<file path="config.mk">
export PLATFORM = sky130hd
export DESIGN_NAME = uart_rx_fc
export DESIGN_NICKNAME = d
export VERILOG_FILES = /design/src/rtl/uart_rx_fc.sv
export SDC_FILE = /design/constraint.sdc
export NUM_CORES = 1
export LEC_CHECK = 0
export CAP_MARGIN = 5
export CELL_PAD_IN_SITES_DETAIL_PLACEMENT = 0
export CELL_PAD_IN_SITES_GLOBAL_PLACEMENT = 2
export CORE_MARGIN = 2
export CORE_UTILIZATION = 50
export CTS_CLUSTER_DIAMETER = 80
export DETAILED_ROUTE_END_ITERATION = 10
export GPL_TIMING_DRIVEN = 0
export HOLD_SLACK_MARGIN = 0.05
export PLACE_DENSITY_LB_ADDON = 0.1
export RECOVER_POWER = 25
export SYNTH_ARGS = -nofsm -noshare
export SYNTH_HDL_FRONTEND = slang
export SYNTH_HIERARCHICAL = 1
export SYNTH_SLANG_ARGS = --single-unit
</file>
<file path="constraint.sdc">
create_clock -name clk -period 8.35 [get_ports clk]
set_input_delay 2.0875 -clock clk [delete_from_list [all_inputs] [get_ports clk]]
set_output_delay 2.0875 -clock clk [all_outputs]
set_load 0.02 [all_outputs]
</file>
<file path="src/rtl/uart_rx_fc.sv">
// Purpose : 8N1 UART receiver (8E1 with UART_RX_PARITY_EN) with FWFT receive FIFO and RTS flow control.
// Latency : byte appears on m_data/m_valid 1 clk after the stop-bit sample when the FIFO was empty.
// Backpres: m_ready stalls the FIFO; rts_n rises once occupancy reaches FIFO_DEPTH-RTS_MARGIN; a byte arriving
//           while full is dropped and flagged as overrun.
//
// Ports:
//   clk, rst_n          system clock, async active-low reset (async assert, sync release)
//   rx                  serial line (idle high), asynchronous to clk
//   rts_n               low = peer may transmit (drives peer CTS)
//   m_data/m_valid/m_ready  first-word-fall-through byte stream
//   fifo_count          FIFO occupancy (0..FIFO_DEPTH)
//   frame_err/overrun/parity_err  sticky error flags, cleared by err_clr (a simultaneous set wins)
// Optional: `define UART_RX_PARITY_EN selects 8E1 framing; otherwise 8N1 and parity_err is tied 0.
// Parameter rules: OVERSAMPLE even and >= 8; FIFO_DEPTH a power of 2 and >= 2.

// Small generic synchronous FIFO, first-word-fall-through.
// Latency: a write into an empty FIFO is visible on head_dat the next cycle.
// Backpressure: push is ignored when full unless a pop happens in the same cycle.
module uart_rx_fifo #(
  parameter int W     = 8,
  parameter int DEPTH = 16
) (
  input  logic                       clk,
  input  logic                       rst_n,
  input  logic                       push,
  input  logic [W-1:0]               push_dat,
  input  logic                       pop,
  output logic [W-1:0]               head_dat,
  output logic [$clog2(DEPTH):0]     count,
  output logic                       full
);
  localparam int PW = $clog2(DEPTH);
  localparam int CW = PW + 1;

  logic [W-1:0]  mem [DEPTH];
  logic [PW-1:0] wr_ptr;
  logic [PW-1:0] rd_ptr;
  logic          empty;
  logic          do_pop;
  logic          do_push;

  assign empty   = (count == '0);
  assign full    = (count == CW'(DEPTH));
  assign do_pop  = pop && !empty;
  // A full FIFO still takes a write when a slot is freed in the same cycle.
  assign do_push = push && (!full || do_pop);

  // Head is forced to zero when empty so the output has a defined reset value
  // without resetting the storage array.
  assign head_dat = empty ? '0 : mem[rd_ptr];

  always_ff @(posedge clk) begin
    if (do_push) begin
      mem[wr_ptr] <= push_dat;
    end
  end

  // Pointers are PW bits wide, so they wrap modulo DEPTH on their own.
  always_ff @(posedge clk or negedge rst_n) begin
    if (!rst_n) begin
      wr_ptr <= '0;
      rd_ptr <= '0;
      count  <= '0;
    end else begin
      if (do_push) wr_ptr <= wr_ptr + PW'(1);
      if (do_pop)  rd_ptr <= rd_ptr + PW'(1);
      case ({do_push, do_pop})
        2'b10:   count <= count + CW'(1);
        2'b01:   count <= count - CW'(1);
        default: count <= count;
      endcase
    end
  end
endmodule

module uart_rx_fc #(
  parameter int CLK_FREQ_HZ = 200_000_000,
  parameter int BAUD        = 115200,
  parameter int OVERSAMPLE  = 16,
  parameter int FIFO_DEPTH  = 16,
  parameter int RTS_MARGIN  = 4
) (
  input  logic                          clk,
  input  logic                          rst_n,
  input  logic                          rx,
  output logic                          rts_n,
  output logic [7:0]                    m_data,
  output logic                          m_valid,
  input  logic                          m_ready,
  output logic [$clog2(FIFO_DEPTH):0]   fifo_count,
  output logic                          frame_err,
  output logic                          overrun,
  output logic                          parity_err,
  input  logic                          err_clr
);
  localparam int CW      = $clog2(FIFO_DEPTH) + 1;
  localparam int DIV_RAW = CLK_FREQ_HZ / (BAUD * OVERSAMPLE);
  localparam int DIV     = (DIV_RAW < 1) ? 1 : DIV_RAW;
  localparam int DIV_W   = (DIV > 1) ? $clog2(DIV) : 1;
  localparam int TW      = $clog2(OVERSAMPLE);
  localparam logic [TW-1:0] HALF_LAST = TW'(OVERSAMPLE/2 - 1);
  localparam logic [TW-1:0] FULL_LAST = TW'(OVERSAMPLE - 1);
  localparam logic [CW-1:0] RTS_THR   = CW'(FIFO_DEPTH - RTS_MARGIN);

  typedef enum logic [2:0] {
    S_IDLE, S_START, S_DATA, S_PARITY, S_STOP, S_BREAK
  } state_t;

  // ---------------------------------------------------------------- rx sync
  logic rx_meta;
  logic rx_s;

  always_ff @(posedge clk or negedge rst_n) begin
    if (!rst_n) begin
      rx_meta <= 1'b1;
      rx_s    <= 1'b1;
    end else begin
      rx_meta <= rx;
      rx_s    <= rx_meta;
    end
  end

  // ---------------------------------------------------------- tick generator
  logic [DIV_W-1:0] div_cnt;
  logic             tick;

  assign tick = (div_cnt == DIV_W'(DIV - 1));

  always_ff @(posedge clk or negedge rst_n) begin
    if (!rst_n) begin
      div_cnt <= '0;
    end else if (tick) begin
      div_cnt <= '0;
    end else begin
      div_cnt <= div_cnt + DIV_W'(1);
    end
  end

  // --------------------------------------------------------------------- FSM
  state_t        state;
  logic [TW-1:0] tick_cnt;
  logic [2:0]    bit_idx;
  logic [7:0]    shift;
  logic          par_bad;     // parity of the current frame failed; byte is not pushed
  logic          sample_now;

  // START samples mid-bit (half a bit period); every other state a full bit later.
  assign sample_now = tick && (tick_cnt == ((state == S_START) ? HALF_LAST : FULL_LAST));

  always_ff @(posedge clk or negedge rst_n) begin
    if (!rst_n) begin
      state    <= S_IDLE;
      tick_cnt <= '0;
      bit_idx  <= '0;
      shift    <= '0;
      par_bad  <= 1'b0;
    end else begin
      case (state)
        S_IDLE: begin
          tick_cnt <= '0;
          if (!rx_s) state <= S_START;
        end
        S_START, S_DATA, S_PARITY, S_STOP: begin
          if (tick) begin
            if (sample_now) begin
              tick_cnt <= '0;
              case (state)
                S_START: begin
                  if (rx_s) begin
                    state <= S_IDLE;          // start bit did not hold: glitch
                  end else begin
                    state   <= S_DATA;
                    bit_idx <= '0;
                    par_bad <= 1'b0;
                  end
                end
                S_DATA: begin
                  shift   <= {rx_s, shift[7:1]};   // LSB arrives first
                  bit_idx <= bit_idx + 3'd1;
                  if (bit_idx == 3'd7) begin
`ifdef UART_RX_PARITY_EN
                    state <= S_PARITY;
`else
                    state <= S_STOP;
`endif
                  end
                end
                S_PARITY: begin
                  par_bad <= (^shift) ^ rx_s;
                  state   <= S_STOP;
                end
                default: begin              // S_STOP
                  state <= rx_s ? S_IDLE : S_BREAK;
                end
              endcase
            end else begin
              tick_cnt <= tick_cnt + TW'(1);
            end
          end
        end
        S_BREAK: begin
          if (rx_s) state <= S_IDLE;
        end
        default: state <= S_IDLE;
      endcase
    end
  end

  // Push in the stop-sample cycle itself so the FSM is back in IDLE in time
  // for a start bit that immediately follows the stop bit.
  logic stop_sample;
  logic push_req;
  logic frame_set;
  logic par_set;

  assign stop_sample = (state == S_STOP) && sample_now;
  assign push_req    = stop_sample && rx_s && !par_bad;
  assign frame_set   = stop_sample && !rx_s;
`ifdef UART_RX_PARITY_EN
  assign par_set     = (state == S_PARITY) && sample_now && ((^shift) ^ rx_s);
`else
  assign par_set     = 1'b0;
`endif

  // -------------------------------------------------------------------- FIFO
  logic pop;
  logic fifo_full;
  logic drop;

  assign pop     = m_valid && m_ready;
  assign m_valid = (fifo_count != '0);
  assign drop    = push_req && fifo_full && !pop;

  uart_rx_fifo #(
    .W     (8),
    .DEPTH (FIFO_DEPTH)
  ) u_fifo (
    .clk      (clk),
    .rst_n    (rst_n),
    .push     (push_req),
    .push_dat (shift),
    .pop      (pop),
    .head_dat (m_data),
    .count    (fifo_count),
    .full     (fifo_full)
  );

  // -------------------------------------------------------------------- RTS
  // rts_armed holds rts_n high for one extra clock after reset release so the
  // peer is not released before the receiver front end has settled.
  logic rts_armed;

  always_ff @(posedge clk or negedge rst_n) begin
    if (!rst_n) begin
      rts_armed <= 1'b0;
      rts_n     <= 1'b1;
    end else begin
      rts_armed <= 1'b1;
      rts_n     <= !rts_armed || (fifo_count >= RTS_THR);
    end
  end

  // ------------------------------------------------------------ sticky flags
  // Set has priority over clear so an event coinciding with err_clr is kept.
  always_ff @(posedge clk or negedge rst_n) begin
    if (!rst_n) begin
      frame_err <= 1'b0;
      overrun   <= 1'b0;
    end else begin
      frame_err <= frame_set || (frame_err && !err_clr);
      overrun   <= drop      || (overrun   && !err_clr);
    end
  end

`ifdef UART_RX_PARITY_EN
  always_ff @(posedge clk or negedge rst_n) begin
    if (!rst_n) begin
      parity_err <= 1'b0;
    end else begin
      parity_err <= par_set || (parity_err && !err_clr);
    end
  end
`else
  assign parity_err = par_set;
`endif
endmodule

</file>
Word-level counts from Yosys, hierarchy flattened
Memories as Yosys holds them, arrays and structs flattened.
Cells that the tools add are included.
{ "totals": {"regBits": 45, "ram_bits": 128, "in_bits": 5, "output_inout_bits": 18, "elab_cells": 101, "n_memories": 1} }
{ "classes": {"addsub": 7, "n_lt_le_gt_ge": 1, "n_eq_ne": 17, "n_mux": 22, "n_bitwise": 1, "reduce_logical": 37} }
{ "mem_list": {"columns": ["name", "depth", "width", "read_ports", "rd_clocked_by_memory_dff", "wr", "line_no", "source"], "rows": [
  ["u_fifo.mem", 16, 8, 1, 0, 1, "35", "logic [W-1:0] mem [DEPTH];"]
]} }
{ "ops": {"columns": ["operator", "n"], "rows": [
  ["$mux 3", 7],
  ["$pmux 3 s3", 2],
  ["$reduce_and 5->1", 3],
  ["$add 4x1->4 const B", 3],
  ["$logic_and 1x1->1", 12],
  ["$mux 4", 3],
  ["$ne 2x2->1 const B", 5],
  ["$pmux 5 s2", 1],
  ["$eq 3x3->1 const B", 3],
  ["$mux 8", 1],
  ["$pmux 4 s2", 1],
  ["$reduce_bool 2->1", 4],
  ["$reduce_xor 8->1", 1],
  ["$add 7x1->7 const B", 1],
  ["$eq 7x7->1 const B", 1],
  ["$logic_not 1->1", 7],
  ["$mux 7", 1],
  ["$eq 3x2->1 const B", 2],
  ["$pmux 3 s2", 1],
  ["$add 5x1->5 const B", 1],
  ["$eq 5x5->1 const B", 1],
  ["$ge 5x4->1 const B", 1],
  ["$logic_not 5->1", 1],
  ["$reduce_bool 5->1", 1],
  ["16 further kinds", 21]
]} }

Longest topological paths before layout
{ "logic_depth": {"word_depth": 10, "ltp_mapped": 13, "ltp_nobuf": 13} }

Hierarchy
The synthesis kept the hierarchy.
{ "by_module_without_submodules": {"columns": ["mod", "n_inst", "cells_each", "area_each_um2", "seq_area_each_um2"], "rows": [
  ["uart_rx_fifo", 1, 301, 5815.6, 4169.0],
  ["uart_rx_fc", 1, 148, 1624.1, 804.5]
]} }

Worst setup path before layout
No wires, ideal clock.
{ "synth_path": {"kind": "reg2out", "startpoint": "register u_fifo.rd_ptr[1]", "endpoint": "output port m_data[6]", "arrival_ns": 1.717, "required_time_ns": 6.262, "setup_slack_ns": 4.545, "stages_incl_launch_ff": 7, "n_path_buf": 2, "cell_sequence": "dfrtp_1 -> buf_6 -> buf_6 -> mux4_2 -> nor2b_1 -> a211oi_1 -> a211oi_1"} }
{ "synth_via": {"elab_chain_cells": 2} }
{ "synth_rtl": {"columns": ["element", "line_no", "source"], "rows": [
  ["from (decl)", "37", "logic [PW-1:0] rd_ptr;"],
  ["from (signal assigned)", "66", "if (do_pop) rd_ptr <= rd_ptr + PW'(1);"],
  ["$mem_v2 16x8", null, null],
  ["$mux 8", "50", "assign head_dat = empty ? '0 : mem[rd_ptr];"],
  ["to (decl)", "87", "output logic [7:0] m_data,"]
]} }
Every way passes these cells.

Worst setup path in the final report
{ "layout_path": {"startpoint": "register u_fifo.rd_ptr[0]", "endpoint": "output port m_data[4]"} }
The elaborated chain is that of the path after synthesis.

==> flow_metrics.py <==
metrics = {
    "hold_path": {
        "hold_depth": 0,
        "min_from": "rx_meta",
        "hp-class": "reg -> reg",
    },
    "setup_path": {
        "max_stage_delay_ns": 0.57,
        "cp_data_required_time_ns": 6.26,
        "startpoint": "u_fifo/rd_ptr[0]",
        "path_buf_inv": 3,
        "rr_worst_depth": 9,
        "worst_setup_path_end_kind": "output port",
        "crit_arrival_ns": 2.86,
        "cp_max_fo": 10,
        "setup.worst_path.start_class": "flip-flop",
        "cp_top_family": "buffers and inverters",
        "crit_type": "reg -> out",
        "crit_path_top_delay_cell": "clkdlybuf4s50_1",
        "rrSetupSlack_ns": 4.05,
        "cp_cell_sequence": "buf_2 > buf_4 > mux4_2 > mux2i_1 > a211oi_1 > clkdlybuf4s50_1",
        "regToRegStartpoint": "div_cnt[0]",
        "crit_cells": 6,
    },
    "detailed_routing": {
        "first_pass_iters": 4,
        "drt_iter0_drc": 315,
        "vias": 3904,
        "viasPerCell": 5.67,
        "ant_nets": 0,
        "wl_per_cell_um": 20.6,
        "routed_wl_mm": 14.2,
        "drc": 0,
    },
    "global_routing": {
        "grt_pass1_vias": 4103,
        "grt.total_usage_pct": 19.4,
        "grt_first_pass_wirelength_mm": 22.7,
        "antenna_found_initial": 0,
        "grt_start_max_net_pins": 26,
        "gr-total-overflow": 0,
    },
    "placed_design": {
        "place_area_um2": 7910,
        "port-buffer-count": 21,
        "dp_hpwl_mm": 9.36,
        "routabilityCongestion": 0.761,
    },
    "cts": {
        "clockBufferDepth": 2,
        "postCtsSetupBuffers": 0,
        "cts_inserted_buffers": 17,
        "ctsHoldBuffers": 0,
        "cts_tree": "yes",
        "cts.clk_slew.worst_paths_ns": 0.06,
        "clk_latency_ns": 0.42,
        "htreeDepth": 4,
        "cts_root_buf": "clkbuf_16",
        "clock-sinks": 173,
        "post_cts.resized_instances": 0,
    },
    "yosys": {
        "synth_seq_cells": 173,
        "synth-simple-area-share_pct": 7.52,
        "synth-warning-count": 6,
        "synth_fp_nets": 467,
        "muxShareOfSynthArea_pct": 13.2,
        "syn_avg_cell_area_um2": 16.6,
        "synthAdderAreaFrac_pct": 2.42,
        "ys_async_sr_fraction_pct": 26.0,
        "seq_area_frac_synth_pct": 66.9,
        "synth_edf_count": 128,
        "netlist_area_um2": 7440,
        "synth-compound-area-share_pct": 4.86,
        "synth_ff_type": "edfxtp_1",
        "synth_xor_area_share_pct": 2.66,
        "synth_cells": 449,
        "synth_top_family_by_area": "multiplexers",
        "yosysUniqueCellTypes": 62,
    },
    "die": {
        "die_area_um2": 15900,
        "ios": 23,
        "die_x_um": 126,
        "num_rows": 44,
        "coreArea_um2": 14500,
        "die_h_um": 126,
        "start_util_pct": 51.2,
    },
    "sta": {
        "slew_headroom_pct": 16.7,
        "whs_ns": 0.356,
        "fin_skew_ns": 0.00566,
        "finalSetupViolations": 0,
        "timing.final.max_slew_violations": 0,
        "rsz0062_at_grt": "false",
        "fin_crit_sh_pct": 59.2,
        "fin_crit_ns": 4.95,
        "hold_viol": 0,
        "timing.fmax_mhz": 202,
        "worstMarginPinSlew_ns": 1.24,
        "fin_setup_tns_ns": 0,
    },
    "power": {
        "power_density_nw_per_um2": 271,
        "power_mw": 2.31,
        "power_leakage_nw": 3.37,
        "peakVddDrop_mv": 0.155,
    },
    "final_layout": {
        "most-common-layout-cells": "128 x edfxtp_1, 42 x dfrtp_1, 32 x mux4_2, 27 x nor2_1",
        "mostFrequentLayoutCell": "edfxtp_1",
        "synthToLayoutAreaGrowth_pct": 14.5,
        "drive_above_1_share_pct": 19.8,
        "postLayoutCoreUtil_pct": 58.6,
        "antennaDiodeCount": 0,
        "nets": 510,
        "finalInstanceArea_um2": 8520,
    },
    "outcome": {
        "status": "complete, no violations",
    },
    "run": {
        "max_cap_viol_count": 0,
    },
}
## path summary, 6_finish.rpt
kind	to
setup / recovery	m_data[4]
hold reg to reg	rx_s
min in group asynchronous	tick_cnt[1]
max in group asynchronous	u_fifo/rd_ptr[3]
hold / removal	rx_s
setup reg to reg	u_fifo/mem[2][6]
## Yosys cell counts, types with 2 or more instances
master	instances	share of area [%]
edfxtp_1	128	52
dfrtp_1	42	14
mux4_2	32	9.7
nor2_1	27	1.4
nand2_1	20	1.0
a211oi_1	16	1.6
xnor2_1	15	1.8
inv_1	13	0.66
ha_1	12	2.0
mux2i_1	11	1.5
nand3_1	8	0.54
nor2b_1	8	0.67
a21oi_1	7	0.47
buf_2	7	0.47
clkbuf_1	7	0.35
nand2b_1	7	0.59
nor3_1	7	0.47
mux2_4	5	1.0
o21ai_0	5	0.34
xor2_1	5	0.59
a22o_1	4	0.47
mux2_2	4	0.61
buf_4	3	0.30
buf_6	3	0.45
dfstp_2	3	1.1
mux2_1	3	0.45
o211ai_1	3	0.30
o31ai_1	3	0.30
or3_1	3	0.25
and2_1	2	0.17
conb_1	2	0.10
nand3b_1	2	0.20
nor3_2	2	0.27
or2_2	2	0.17
## sequential cells by signal, indices dropped and copies added (netlist names), 3 cells and up
| signal | flops |
|---|---|
| u_fifo/count | 5 |
| u_fifo/rd_ptr | 4 |
| u_fifo/mem | 128 |
| div_cnt | 7 |
| shift | 8 |
| tick_cnt | 4 |
| bit_idx | 3 |
| state | 3 |
| u_fifo/wr_ptr | 4 |
## where the power goes
part           internal (mW)  switching (mW)  leakage, nW
Clock                  0.507           0.304        0.286
Combinational          0.233           0.289         1.01
Sequential             0.942          0.0322         2.07
## area by class of cell
type / instances / area, um^2
well taps: 184 / 230
inverters: 13 / 48.8
flip-flops and latches: 173 / 4970
plain buffers: 22 / 126
repair buffers: 24 / 240
clock buffers: 24 / 462
clock inverters: 8 / 144
fillers: 1172 / 6020
multi-input cells: 241 / 2290
## cells by family after synthesis
| logic type | after synthesis |
|---|---|
| xor+xnor | 21 |
| other cells | 2 |
| compound gates | 49 |
| simple gates | 100 |
| fa+ha+maj | 14 |
| mux | 55 |
| buf+inv | 35 |
| flops | 173 |
## stage by stage
| step | setup WS (ns) | std cells |
|---|---|---|
| 2_1_floorplan | 4.55 | 449 |
| 3_3_place_gp | 3.45 | 654 |
| 3_5_place_dp | 3.60 | 657 |
| 4_1_cts | 3.29 | 689 |
| 5_1_grt | 3.24 | 689 |
| 6_report | 3.40 | 689 |
## layer usage
layer,routed length [um],GRT usage (%)
met5,0,0
met4,153,5.82
met3,507,4.46
met2,7170,31.7
met1,6370,26.4
Power figures use the tool's default switching activity.
